File: src/rtl/dmawr2tlp_pkg.sv
// Shared types for the DMA write path: 64-bit AXIS beat with 2-bit sync
// sideband and the 32->64 pack state.
package dmawr2tlp_pkg;

  localparam logic [1:0] SYNC_NONE = 2'b00;
  localparam logic [1:0] SYNC_SOL  = 2'b01;
  localparam logic [1:0] SYNC_EOL  = 2'b10;

  typedef enum logic {
    PK_EMPTY,
    PK_HALF
  } pack_state_t;

  typedef struct packed {
    logic [63:0] data;
    logic [1:0]  user;
  } axis64_beat_t;

  // Build a beat from two 32-bit halves (first word in the low half).
  function automatic axis64_beat_t mk_beat(input logic [31:0] hi,
                                           input logic [31:0] lo,
                                           input logic        eol,
                                           input logic        sol);
    axis64_beat_t b;
    b.data = {hi, lo};
    b.user = (eol ? SYNC_EOL : SYNC_NONE) | (sol ? SYNC_SOL : SYNC_NONE);
    return b;
  endfunction

endpackage

File: src/rtl/axis_pixel_packer64_skid.sv
// Generic 2-entry AXIS register slice: main register drives the output,
// skid register catches one beat while the output is stalled.
// o_ready depends only on flops (skid empty).
module axis_skid_buffer #(
  parameter int unsigned WIDTH = 66
) (
  input  logic             i_clk,
  input  logic             i_rst,
  input  logic             i_valid,
  input  logic [WIDTH-1:0] i_data,
  output logic             o_ready,
  output logic             o_valid,
  output logic [WIDTH-1:0] o_data,
  input  logic             i_ready
);

  logic             r_main_valid, r_skid_valid;
  logic [WIDTH-1:0] r_main, r_skid;
  logic             w_main_valid_nxt, w_skid_valid_nxt;
  logic [WIDTH-1:0] w_main_nxt, w_skid_nxt;
  logic             w_drain;

  assign w_drain = r_main_valid & i_ready;

  // Next-state: refill main from skid first, otherwise take the new beat.
  always_comb begin
    w_main_valid_nxt = r_main_valid;
    w_skid_valid_nxt = r_skid_valid;
    w_main_nxt       = r_main;
    w_skid_nxt       = r_skid;
    if (r_skid_valid) begin
      if (w_drain) begin
        w_main_nxt       = r_skid;
        w_skid_valid_nxt = 1'b0;
      end
    end else if (i_valid) begin
      if (!r_main_valid || w_drain) begin
        w_main_nxt       = i_data;
        w_main_valid_nxt = 1'b1;
      end else begin
        w_skid_nxt       = i_data;
        w_skid_valid_nxt = 1'b1;
      end
    end else if (w_drain) begin
      w_main_valid_nxt = 1'b0;
    end
  end

  // Slice registers.
  always_ff @(posedge i_clk or posedge i_rst) begin
    if (i_rst) begin
      r_main_valid <= 1'b0;
      r_skid_valid <= 1'b0;
      r_main       <= '0;
      r_skid       <= '0;
    end else begin
      r_main_valid <= w_main_valid_nxt;
      r_skid_valid <= w_skid_valid_nxt;
      r_main       <= w_main_nxt;
      r_skid       <= w_skid_nxt;
    end
  end

  assign o_ready = ~r_skid_valid;
  assign o_valid = r_main_valid;
  assign o_data  = r_main;

endmodule

File: src/rtl/axis_pixel_packer64.sv
// Packs a 32-bit video AXIS stream into 64-bit beats with the 2-bit
// SOL/EOL sideband for the DMA write engine; pads odd lines, flags SOL
// inside an open line and counts completed output lines.
module axis_pixel_packer64
  import dmawr2tlp_pkg::*;
#(
  parameter logic [31:0] PAD_DATA       = 32'h0000_0000,
  parameter int unsigned LINE_CNT_WIDTH = 16
) (
  input  logic                      axi_clk,
  input  logic                      axi_reset,
  input  logic                      s_axis_tvalid,
  output logic                      s_axis_tready,
  input  logic [31:0]               s_axis_tdata,
  input  logic                      s_axis_tuser,
  input  logic                      s_axis_tlast,
  output logic                      m_axis_tvalid,
  input  logic                      m_axis_tready,
  output logic [63:0]               m_axis_tdata,
  output logic [1:0]                m_axis_tuser,
  output logic                      m_axis_tlast,
  input  logic                      clr_status,
  output logic [LINE_CNT_WIDTH-1:0] line_count,
  output logic                      err_sol_midline
);

  pack_state_t               r_state, w_state_nxt;
  logic [31:0]               r_low, w_low_nxt;
  logic                      r_low_sol, w_low_sol_nxt;
  logic                      r_line_open, w_line_open_nxt;
  logic                      r_pend_valid, w_pend_valid_nxt;
  axis64_beat_t              r_pend, w_pend_nxt;
  logic                      r_err;
  logic [LINE_CNT_WIDTH-1:0] r_line_count;
  logic                      r_started;

  logic                      w_accept, w_midline_sol;
  logic                      w_push;
  axis64_beat_t              w_push_beat, w_out_beat;
  logic                      w_skid_ready, w_out_valid;

  // Input stalls while the skid is occupied or a second beat is parked.
  assign s_axis_tready = r_started & w_skid_ready & ~r_pend_valid;
  assign w_accept      = s_axis_tvalid & s_axis_tready;
  assign w_midline_sol = w_accept & s_axis_tuser & r_line_open;

  // Pack FSM next-state and beat generation.
  // A SOL+EOL word arriving in HALF of an open line needs two beats in one
  // cycle (pad-close plus the single-beat line); the second is parked in
  // r_pend and pushed once the slice has room, holding off input meanwhile.
  always_comb begin
    w_state_nxt      = r_state;
    w_low_nxt        = r_low;
    w_low_sol_nxt    = r_low_sol;
    w_line_open_nxt  = r_line_open;
    w_pend_valid_nxt = r_pend_valid;
    w_pend_nxt       = r_pend;
    w_push           = 1'b0;
    w_push_beat      = '0;
    if (r_pend_valid) begin
      if (w_skid_ready) begin
        w_push           = 1'b1;
        w_push_beat      = r_pend;
        w_pend_valid_nxt = 1'b0;
      end
    end else if (w_accept) begin
      w_line_open_nxt = ~s_axis_tlast;
      case (r_state)
        PK_EMPTY: begin
          if (s_axis_tlast) begin
            w_push      = 1'b1;
            w_push_beat = mk_beat(PAD_DATA, s_axis_tdata, 1'b1, s_axis_tuser);
          end else begin
            w_low_nxt     = s_axis_tdata;
            w_low_sol_nxt = s_axis_tuser;
            w_state_nxt   = PK_HALF;
          end
        end
        PK_HALF: begin
          if (w_midline_sol) begin
            w_push      = 1'b1;
            w_push_beat = mk_beat(PAD_DATA, r_low, 1'b1, r_low_sol);
            if (s_axis_tlast) begin
              w_pend_valid_nxt = 1'b1;
              w_pend_nxt       = mk_beat(PAD_DATA, s_axis_tdata, 1'b1, 1'b1);
              w_state_nxt      = PK_EMPTY;
            end else begin
              w_low_nxt     = s_axis_tdata;
              w_low_sol_nxt = 1'b1;
            end
          end else begin
            w_push      = 1'b1;
            w_push_beat = mk_beat(s_axis_tdata, r_low, s_axis_tlast, r_low_sol);
            w_state_nxt = PK_EMPTY;
          end
        end
        default: w_state_nxt = PK_EMPTY;
      endcase
    end
  end

  // Pack state registers.
  always_ff @(posedge axi_clk or posedge axi_reset) begin
    if (axi_reset) begin
      r_state      <= PK_EMPTY;
      r_low        <= '0;
      r_low_sol    <= 1'b0;
      r_line_open  <= 1'b0;
      r_pend_valid <= 1'b0;
      r_pend       <= '0;
      r_started    <= 1'b0;
    end else begin
      r_state      <= w_state_nxt;
      r_low        <= w_low_nxt;
      r_low_sol    <= w_low_sol_nxt;
      r_line_open  <= w_line_open_nxt;
      r_pend_valid <= w_pend_valid_nxt;
      r_pend       <= w_pend_nxt;
      r_started    <= 1'b1;
    end
  end

  axis_skid_buffer #(
    .WIDTH($bits(axis64_beat_t))
  ) u_skid (
    .i_clk   (axi_clk),
    .i_rst   (axi_reset),
    .i_valid (w_push),
    .i_data  (w_push_beat),
    .o_ready (w_skid_ready),
    .o_valid (w_out_valid),
    .o_data  (w_out_beat),
    .i_ready (m_axis_tready)
  );

  assign m_axis_tvalid = w_out_valid;
  assign m_axis_tdata  = w_out_beat.data;
  assign m_axis_tuser  = w_out_beat.user;
  assign m_axis_tlast  = w_out_beat.user[1];

  // Status: line counter (clear beats increment) and sticky SOL error
  // (a new error in the clear cycle is kept so it is not lost).
  always_ff @(posedge axi_clk or posedge axi_reset) begin
    if (axi_reset) begin
      r_line_count <= '0;
      r_err        <= 1'b0;
    end else begin
      if (clr_status)
        r_line_count <= '0;
      else if (w_out_valid && m_axis_tready && w_out_beat.user[1])
        r_line_count <= r_line_count + 1'b1;
      if (w_midline_sol)
        r_err <= 1'b1;
      else if (clr_status)
        r_err <= 1'b0;
    end
  end

  assign line_count      = r_line_count;
  assign err_sol_midline = r_err;

endmodule

File: config.mk
export PLATFORM = sky130hd
export DESIGN_NAME = axis_pixel_packer64
export DESIGN_NICKNAME = d
export VERILOG_FILES = /design/src/rtl/dmawr2tlp_pkg.sv /design/src/rtl/axis_pixel_packer64_skid.sv /design/src/rtl/axis_pixel_packer64.sv
export SDC_FILE = /design/constraint.sdc
export NUM_CORES = 1
export LEC_CHECK = 0
export BUFFER_PORTS_ARGS = -buffer_cell sky130_fd_sc_hd__buf_2
export CORE_ASPECT_RATIO = 0.9
export CORE_MARGIN = 5
export CORE_UTILIZATION = 30
export CTS_BUF_LIST = sky130_fd_sc_hd__clkbuf_8
export DETAILED_ROUTE_END_ITERATION = 10
export GPL_ROUTABILITY_DRIVEN = 0
export SKIP_LAST_GASP = 1
export SLEW_MARGIN = 40
export SYNTH_ARGS = -nofsm -noshare
export SYNTH_HDL_FRONTEND = slang
export SYNTH_HIERARCHICAL = 1
export SYNTH_SLANG_ARGS = --single-unit
File: constraint.sdc
create_clock -name axi_clk -period 5.55 [get_ports axi_clk]
set_input_delay 1.11 -clock axi_clk [delete_from_list [all_inputs] [get_ports axi_clk]]
set_output_delay 1.11 -clock axi_clk [all_outputs]
set_load 0.01 [all_outputs]
==> run summary <==
Worst EP arrival: 3.52 ns
Slew Viols, Final: 0
Rows: 63
Post-CTS sizing: 0
Worst Setup Start Kind: primary input
Clk slew on worst S/H paths: 0.06 ns
Total die area: 37600 µm²
Final setup violation count: 0
HPWL Detailed: 14700 µm
Post-synthesis cell area: 10100 µm²
First-pass GRT wire length: 39700 µm
TritonCTS clock tree: built
Most frequent cells in the layout: 230 x mux2_2, 220 x dfrtp_1, 124 x buf_2, 61 x inv_1, 50 x clkbuf_8
Total number of vias: 6521
Worst skew pair latency: 0.54 ns
Total CTS buffers: 41
Postcts setup bufs: 0
Hold Startpoint: r_pend[0]
Share of cells above drive strength 1: 0.520
TritonRoute pass-1 iters: 7
Synthesized flop and latch total: 221
Critical path type: in -> reg
Largest net degree at the start of global routing: 100
Die W: 204 µm
H-Tree Depth: 2
Fin util: 0.364
DRC errors left: 0
Commonest non-fill, non-tap cell in the layout: mux2_2
WL/cell: 17.9 µm
CTS root buffer: clkbuf_8
Worst reg-to-reg setup slack: 2.44 ns
WP data required: 5.96 ns
Chip height: 184 µm
Total grt overflow: 0
Number of synthesized flops with an enable pin: 0
Post-synthesis sequential area ratio: 0.545
FMAX: 321 MHz
Asr flop ratio synth: 1.00
Hold buffer count at cts: 0
Clk sinks: 221
Synth cell types: 43
Synthesized area per cell: 13.8 µm²
# placed instances: 1277
I/O Buffers: 124
Yosys Warn Count: 6
Outcome: finished clean
Crit path from: s_axis_tvalid
Routed Antenna Nets: 0
Clock Path Buffers: 3
Core Region: 33200 µm²
Vias in the first global route: 7039
Dominant synthesized flop cell: dfrtp_1
DR vias/cell: 4.82
DRT iter0 DRCs: 384
Hold Vio Cnt, Final: 0
Non-filler instance count after layout: 1354
Final period utilization: 0.561
Setup TNS: 0 ns
Crit Path Max Fanout: 40
Area delta synth->final: 19.2%
Reg2reg start: u_skid/r_skid_valid
IO Count: 125
Maxcap violations: 0
Peak supply drop: 0.126 mV
Cell area power density: 265 nW/µm²
Hold Crit Class: reg -> reg
Post-layout net count: 906
Fin crit period: 3.12 ns
Pin slew with the least headroom to its limit: 0.759 ns
Cell leakage power: 6.53 nW
Initial Util: 0.306
Relative slew slack: 0.494
Syn_nets: 774
Final clock skew: 0.0165 ns
Initial antenna violation count: 1
Post-Synthesis Cells: 734
Unrepaired setup endpoints after global routing: no
Overall routed net length: 24300 µm
Worst setup EP type: register
Overall Global Routing Usage: 0.130
==> final timing paths <==
kind,to,cells after the start
max,u_skid/o_data[51],7
min,r_pend[0],1
max reg2reg,u_skid/o_data[51],7
min reg2reg,r_pend[0],1
max in group asynchronous,u_skid/r_skid[10],4
min in group asynchronous,r_low[5],2
==> cell usage after synthesis (all sizes together), types with 2 or more instances <==
cell / instances / area [µm²]
mux2: 263 / 3070
dfrtp: 221 / 5530
inv: 42 / 158
and3: 34 / 213
a222oi: 32 / 320
clkbuf: 26 / 97.6
buf: 25 / 180
nor2: 15 / 56.3
o21ai: 11 / 55.1
nand4: 8 / 50.1
nand2: 7 / 26.3
xnor2: 7 / 61.3
a21oi: 6 / 33.8
nor3: 4 / 25.0
or3: 4 / 26.3
nand3: 3 / 25.0
nor4: 3 / 18.8
xor2: 3 / 26.3
mux2i: 2 / 20.0
nand4b: 2 / 17.5
o31ai: 2 / 15.0
==> registers in the layout, summed over array words and instances, names as in the netlist, 16 cells and up <==
signal / count
line_count: 16
r_low: 32
r_pend: 33
u_skid/o_data: 66
u_skid/r_skid: 66
==> kinds of logic after synthesis <==
| family | after synthesis | share of synthesized area |
|---|---|---|
| compound gates | 57 | 0.0465 |
| xor+xnor | 10 | 0.00863 |
| fa+ha+maj | 1 | 0.00123 |
| buf+inv | 93 | 0.0429 |
| flops | 221 | 0.545 |
| mux | 265 | 0.305 |
| other cells | 1 | 0.000370 |
| simple gates | 86 | 0.0502 |
==> stage by stage <==
step / power [W] / hold slack [ns] / setup WS, ns / instance area, µm²
3_5_place_dp: 0.00171 / 0.461 / 1.90 / 11200
2_1_floorplan: 0.00167 / 0.435 / 0.857 / 10100
3_3_place_gp: 0.00171 / 0.458 / 1.97 / 11200
6_report: 0.00320 / 0.485 / 2.43 / 12100
5_1_grt: 0.00337 / 0.498 / 2.26 / 12100
4_1_cts: 0.00328 / 0.479 / 2.46 / 12100
==> worst max-delay path, cell delays in order <==
cell and delay (ns):
buf_2 0.08, nand4b_1 0.52, o21bai_1 0.45, mux2i_1 0.17, a21oi_4 0.17, buf_4 0.58, mux2_2 0.41
==> metal layers <==
metal  global-route usage  wire (µm)  vias to the layer above
li1                     -          -                     2946
met1                0.182      11400                     3376
met2                0.202      10900                      162
met3               0.0336       1550                       35
met4               0.0380        422                        2
met5                    0         20                        -
==> area by class of cell <==
cell class / instances / area [µm²]
multi-input cells: 420 / 4220
inverters: 42 / 168
flip-flops and latches: 221 / 5530
repair buffers: 140 / 791
clock inverters: 26 / 134
well taps: 455 / 569
fillers: 3271 / 21100
clock buffers: 49 / 674
diodes: 1 / 2.50
==> power breakdown <==
part / leakage, nW / internal [W] / switching (W) / total [W]
clock: 0.486 / 0.000845 / 0.000675 / 0.00152
combinational: 2.97 / 0.0000151 / 0.0000537 / 0.0000688
sequential: 3.08 / 0.00161 / 0.000000169 / 0.00161
No activity file was read; power rests on OpenSTA's default activity.
